### config.mk
export PLATFORM = sky130hd
export DESIGN_NAME = timer_contagem
export DESIGN_NICKNAME = d
export VERILOG_FILES = /design/src/rtl/timer_contagem.sv
export SDC_FILE = /design/constraint.sdc
export NUM_CORES = 1
export LEC_CHECK = 0
export ABC_AREA = 1
export BUFFER_PORTS_ARGS = -buffer_cell sky130_fd_sc_hd__buf_2
export CAP_MARGIN = 0
export CORE_MARGIN = 2
export CORE_UTILIZATION = 35
export CTS_CLUSTER_SIZE = 30
export DETAILED_ROUTE_END_ITERATION = 12
export PLACE_DENSITY = 0.66
export SLEW_MARGIN = 20
export SYNTH_ARGS = -nofsm -noshare
export SYNTH_HDL_FRONTEND = slang
export SYNTH_SLANG_ARGS = --single-unit
### constraint.sdc
create_clock -name clk100 -period 3.8 [get_ports clk100]
set_input_delay 0.38 -clock clk100 [delete_from_list [all_inputs] [get_ports clk100]]
set_output_delay 0.38 -clock clk100 [all_outputs]
set_load 0.03 [all_outputs]
### src/rtl/timer_contagem.sv
// ---------------------------------------------------------------------------
// timer_contagem - countdown stage of the oven timer
//
// Holds a four-digit BCD mm:ss value. While idle (enablen=1) each falling
// edge of the key strobe shifts a new digit in from the right. While
// counting (enablen=0) each rising edge of the 1 Hz wave decrements the
// value by one second, stopping at 00:00.
//
// Ports:
//   clk100    in   system clock, all state changes on the rising edge
//   clear     in   synchronous active-high reset
//   D         in   BCD key digit, valid while loadn=0
//   loadn     in   active-low key strobe
//   pgt_1Hz   in   1 Hz square wave, rising transition is the count tick
//   enablen   in   active-low count enable (0 = counting, 1 = entry)
//   min_tens, min_ones, sec_tens, sec_ones  out  registered BCD digits
//   zero      out  all four digits are 0 (combinational from registers)
//   done      out  one-cycle pulse after the decrement that reached 00:00
// ---------------------------------------------------------------------------
module timer_contagem #(
    parameter int unsigned SEC_TENS_MAX = 5
) (
    input  logic       clk100,
    input  logic       clear,
    input  logic [3:0] D,
    input  logic       loadn,
    input  logic       pgt_1Hz,
    input  logic       enablen,
    output logic [3:0] min_tens,
    output logic [3:0] min_ones,
    output logic [3:0] sec_tens,
    output logic [3:0] sec_ones,
    output logic       zero,
    output logic       done
);

    // Digit index 0 = sec_ones, 1 = sec_tens, 2 = min_ones, 3 = min_tens
    logic [3:0] digit_reg  [4];
    logic [3:0] digit_next [4];
    logic [3:0] shift_val  [4];
    logic [3:0] dec_val    [4];
    logic       borrow     [5];

    logic loadn_q_reg;
    logic pgt_q_reg;
    logic done_reg;
    logic done_next;

    logic ld;
    logic tick;
    logic do_load;
    logic do_count;
    logic dec_is_zero;

    // One action per key press / per second, whatever the level duration
    assign ld   = ~loadn & loadn_q_reg;
    assign tick = pgt_1Hz & ~pgt_q_reg;

    assign zero = (digit_reg[0] == 4'd0) && (digit_reg[1] == 4'd0) &&
                  (digit_reg[2] == 4'd0) && (digit_reg[3] == 4'd0);

    assign do_load  = ld & enablen & (D <= 4'd9);
    assign do_count = tick & ~enablen & ~zero;

    // Shift-left path: new key enters at sec_ones, old min_tens falls off
    assign shift_val[0] = D;

    // Borrow chain: the lowest digit always receives a borrow; a digit
    // passes the borrow on only when it is 0 and must wrap.
    assign borrow[0] = 1'b1;

    generate
        for (genvar gi = 0; gi < 4; gi++) begin : g_digit
            // Seconds-tens wraps to SEC_TENS_MAX, every other digit to 9
            localparam logic [3:0] WRAP = (gi == 1) ? SEC_TENS_MAX[3:0] : 4'd9;

            assign borrow[gi+1] = borrow[gi] & (digit_reg[gi] == 4'd0);

            assign dec_val[gi] = !borrow[gi]              ? digit_reg[gi] :
                                 (digit_reg[gi] == 4'd0)  ? WRAP :
                                                            digit_reg[gi] - 4'd1;

            if (gi > 0) begin : g_shift
                assign shift_val[gi] = digit_reg[gi-1];
            end
        end
    endgenerate

    assign dec_is_zero = (dec_val[0] == 4'd0) && (dec_val[1] == 4'd0) &&
                         (dec_val[2] == 4'd0) && (dec_val[3] == 4'd0);

    always_comb begin
        for (int i = 0; i < 4; i++) begin
            digit_next[i] = digit_reg[i];
        end
        done_next = 1'b0;
        if (do_load) begin
            for (int i = 0; i < 4; i++) begin
                digit_next[i] = shift_val[i];
            end
        end else if (do_count) begin
            for (int i = 0; i < 4; i++) begin
                digit_next[i] = dec_val[i];
            end
            done_next = dec_is_zero;
        end
    end

    always_ff @(posedge clk100) begin
        if (clear) begin
            for (int i = 0; i < 4; i++) begin
                digit_reg[i] <= 4'd0;
            end
            // Delayed copies preset high so release of clear never looks
            // like a strobe or a tick.
            loadn_q_reg <= 1'b1;
            pgt_q_reg   <= 1'b1;
            done_reg    <= 1'b0;
        end else begin
            for (int i = 0; i < 4; i++) begin
                digit_reg[i] <= digit_next[i];
            end
            loadn_q_reg <= loadn;
            pgt_q_reg   <= pgt_1Hz;
            done_reg    <= done_next;
        end
    end

    assign sec_ones = digit_reg[0];
    assign sec_tens = digit_reg[1];
    assign min_ones = digit_reg[2];
    assign min_tens = digit_reg[3];
    assign done     = done_reg;

endmodule

==> results.json <==
{
  "crit_family": "simple AND/OR/NAND/NOR gates",
  "drt-initial-drc-count": 46,
  "cts_root_buf": "clkbuf_8",
  "placement.cell_area_um2": 1440,
  "synthTopCellsByArea": "dfxtp_1 29%, nand2_1 17%, nand3_1 9.3%",
  "ys_warn_count": 0,
  "place_inst": 279,
  "cts_made_buffers": 3,
  "finalWorstSetupSlack_ps": 1710,
  "synthSimpleGateAreaFrac_pct": 46.4,
  "post-cts-setup-buffers": 0,
  "num_vias": 1362,
  "ys_ff_latch": 19,
  "cts.clk_slew.worst_paths_ps": 70,
  "irDropWorstVdd_uv": 165,
  "core.rowCount": 22,
  "worst_clock_skew_ps": 3.83,
  "stdcell_area_um2": 1490,
  "p_per_area_nw_per_um2": 389,
  "dp_slack_ps": 1690,
  "cts_hold_buf": 0,
  "clock_latency_ps": 260,
  "drc": 0,
  "grtUsageTotal_pct": 16.3,
  "cts_htree_levels": 1,
  "setup-violations-final": 0,
  "port_buffers": 26,
  "drive_above_1_share_pct": 19.1,
  "rsz0062_at_grt": "no",
  "routedWlPerCell_um": 11.2,
  "tightest_slew_ps": 722,
  "die_w_um": 64.9,
  "hold_viol_final": 0,
  "dp_hpwl_mm": 2.40,
  "synth_top_area_share_pct": 29.3,
  "core_area_um2": 3610,
  "synth_top_family_by_area": "simple AND/OR/NAND/NOR gates",
  "max_freq_mhz": 479,
  "io_pins": 27,
  "grt_pass1_vias": 1184,
  "worstPathRequired_ps": 3420,
  "relSlewSlack_pct": 51.7,
  "die_y_um": 64.9,
  "grt_pass1_wl_mm": 5.49,
  "area_growth_pct": 14.9,
  "yosys.area.top_type": "dfxtp_1",
  "gp_congestion": 0.864,
  "cts.path.max_buffers": 2,
  "multiInputGateArea_um2": 761,
  "finalCritPeriodShare_pct": 54.9,
  "fin_crit_ps": 2090,
  "critPathBufInv": 2,
  "critPathLaunchType": "register",
  "yosysUniqueCellTypes": 28,
  "cts_resized": 0,
  "top_layer": "met4",
  "wl_mm": 3.16,
  "regArea_um2": 380,
  "wl_met1_mm": 1.53,
  "route.met3.wl_um": 188,
  "fillCellCount": 406,
  "vias_per_cell": 4.81,
  "avgSynthCellArea_um2": 6.15,
  "synthAdderAreaFrac_pct": 0,
  "cp_cell_sequence": "nor2_2 > nand2_4 > nor2_4 > nand3_4 > inv_1 > buf_2",
  "hp-class": "in2reg",
  "start_util_pct": 36.0,
  "fin_nets": 245,
  "synth_compound_area_share_pct": 11.6,
  "critPathArrivalTime_ps": 1710,
  "grt_overflow_total": 0,
  "dieArea_um2": 4210,
  "cts_tree": "yes",
  "synthMuxAreaShare_pct": 0,
  "syn-num-nets": 220,
  "final_cells": 283,
  "antenna_found_initial": 0,
  "n_antenna_cell": 0,
  "route.met2.wl_mm": 1.39,
  "slew_violations": 0,
  "max_cap_violations": 0,
  "tns_ps": 0,
  "critPathMaxFanout": 11,
  "first_pass_iters": 4,
  "synth_xor_area_share_pct": 0.675,
  "cts_sinks": 19,
  "synth_area_um2": 1300,
  "leakagePower_nw": 0.762,
  "synth_cells": 211,
  "end_kind": "primary output",
  "outcome": "complete, no violations",
  "max_stage_delay_ps": 380,
  "ys_seq_area_share_pct": 29.3,
  "largest_reg_flops": 16,
  "grt_max_degree": 23,
  "ant_nets": 0,
  "slowest_stage": "dfxtp_1",
  "path_class": "reg2out"
}
==> layout by cell type, fill, tap and decap left out, types with 3 or more instances in the layout <==
cell / n
nor2_1: 26
dfxtp_1: 19
nand3_1: 24
nor3_2: 3
inv_1: 28
nand2_4: 3
nand2_1: 58
o21ai_0: 16
buf_2: 26
nor3_1: 3
clkbuf_8: 3
a21oi_1: 8
==> area by class of cell <==
cell class | count | area share, %
multi-input cells | 156 | 51.0
clock buffers | 3 | 2.77
inverters | 30 | 7.56
repair buffers | 26 | 8.73
flip-flops and latches | 19 | 25.5
clock inverters | 1 | 0.336
well taps | 48 | 4.03
==> layer usage <==
layer | up-vias | track usage [%]
li1 | 716 | -
met1 | 607 | 22.7
met2 | 32 | 25.0
met3 | 7 | 3.65
met4 | 0 | 4.79
met5 | - | 0
==> worst reg2reg max path: cells and delay by family (launching register included) <==
| kind | cells | cell delay (ps) |
|---|---|---|
| DFF | 1 | 380 |
| and+or+nand+nor | 8 | 1250 |
| buffers and inverters | 2 | 180 |
==> stage by stage <==
stage	hold slack (ps)	power (mW)	utilization (%)
CTS	291	0.586	41.3
global placement	511	0.437	40.0
detailed placement	517	0.439	40.0
global route	311	0.620	41.3
floorplan	472	0.399	-
finish	294	0.580	41.3
==> final timing paths <==
path,cells after the start,slack [ps],startpoint,to
setup / recovery,6,1710,digit_reg[0][2],zero
hold / removal,3,290,loadn,loadn_q_reg
setup reg to reg,10,1900,digit_reg[0][2],digit_reg[3][0]
hold reg to reg,2,530,digit_reg[0][3],digit_reg[0][3]
==> Yosys cell counts, drive strengths merged <==
cell	count
dfxtp	19
buf	4
clkbuf	2
inv	29
nand2	62
o21ai	17
nor2	30
xor2	1
a31oi	1
nor3	6
clkinv	1
a21oi	8
o21a	1
nand3	26
nand4	2
a21boi	1
and3	1
==> kinds of logic after synthesis <==
family | after synthesis
buf+inv | 36
simple gates | 127
xor+xnor | 1
compound gates | 28
flops | 19
==> power breakdown <==
group / leakage, nW / switching, mW / internal (mW)
Sequential: 0.155 / 0.0153 / 0.209
Clock: 0.0255 / 0.0743 / 0.0731
Combinational: 0.582 / 0.144 / 0.0634
Note: power is estimated with default switching activity, not from simulation.
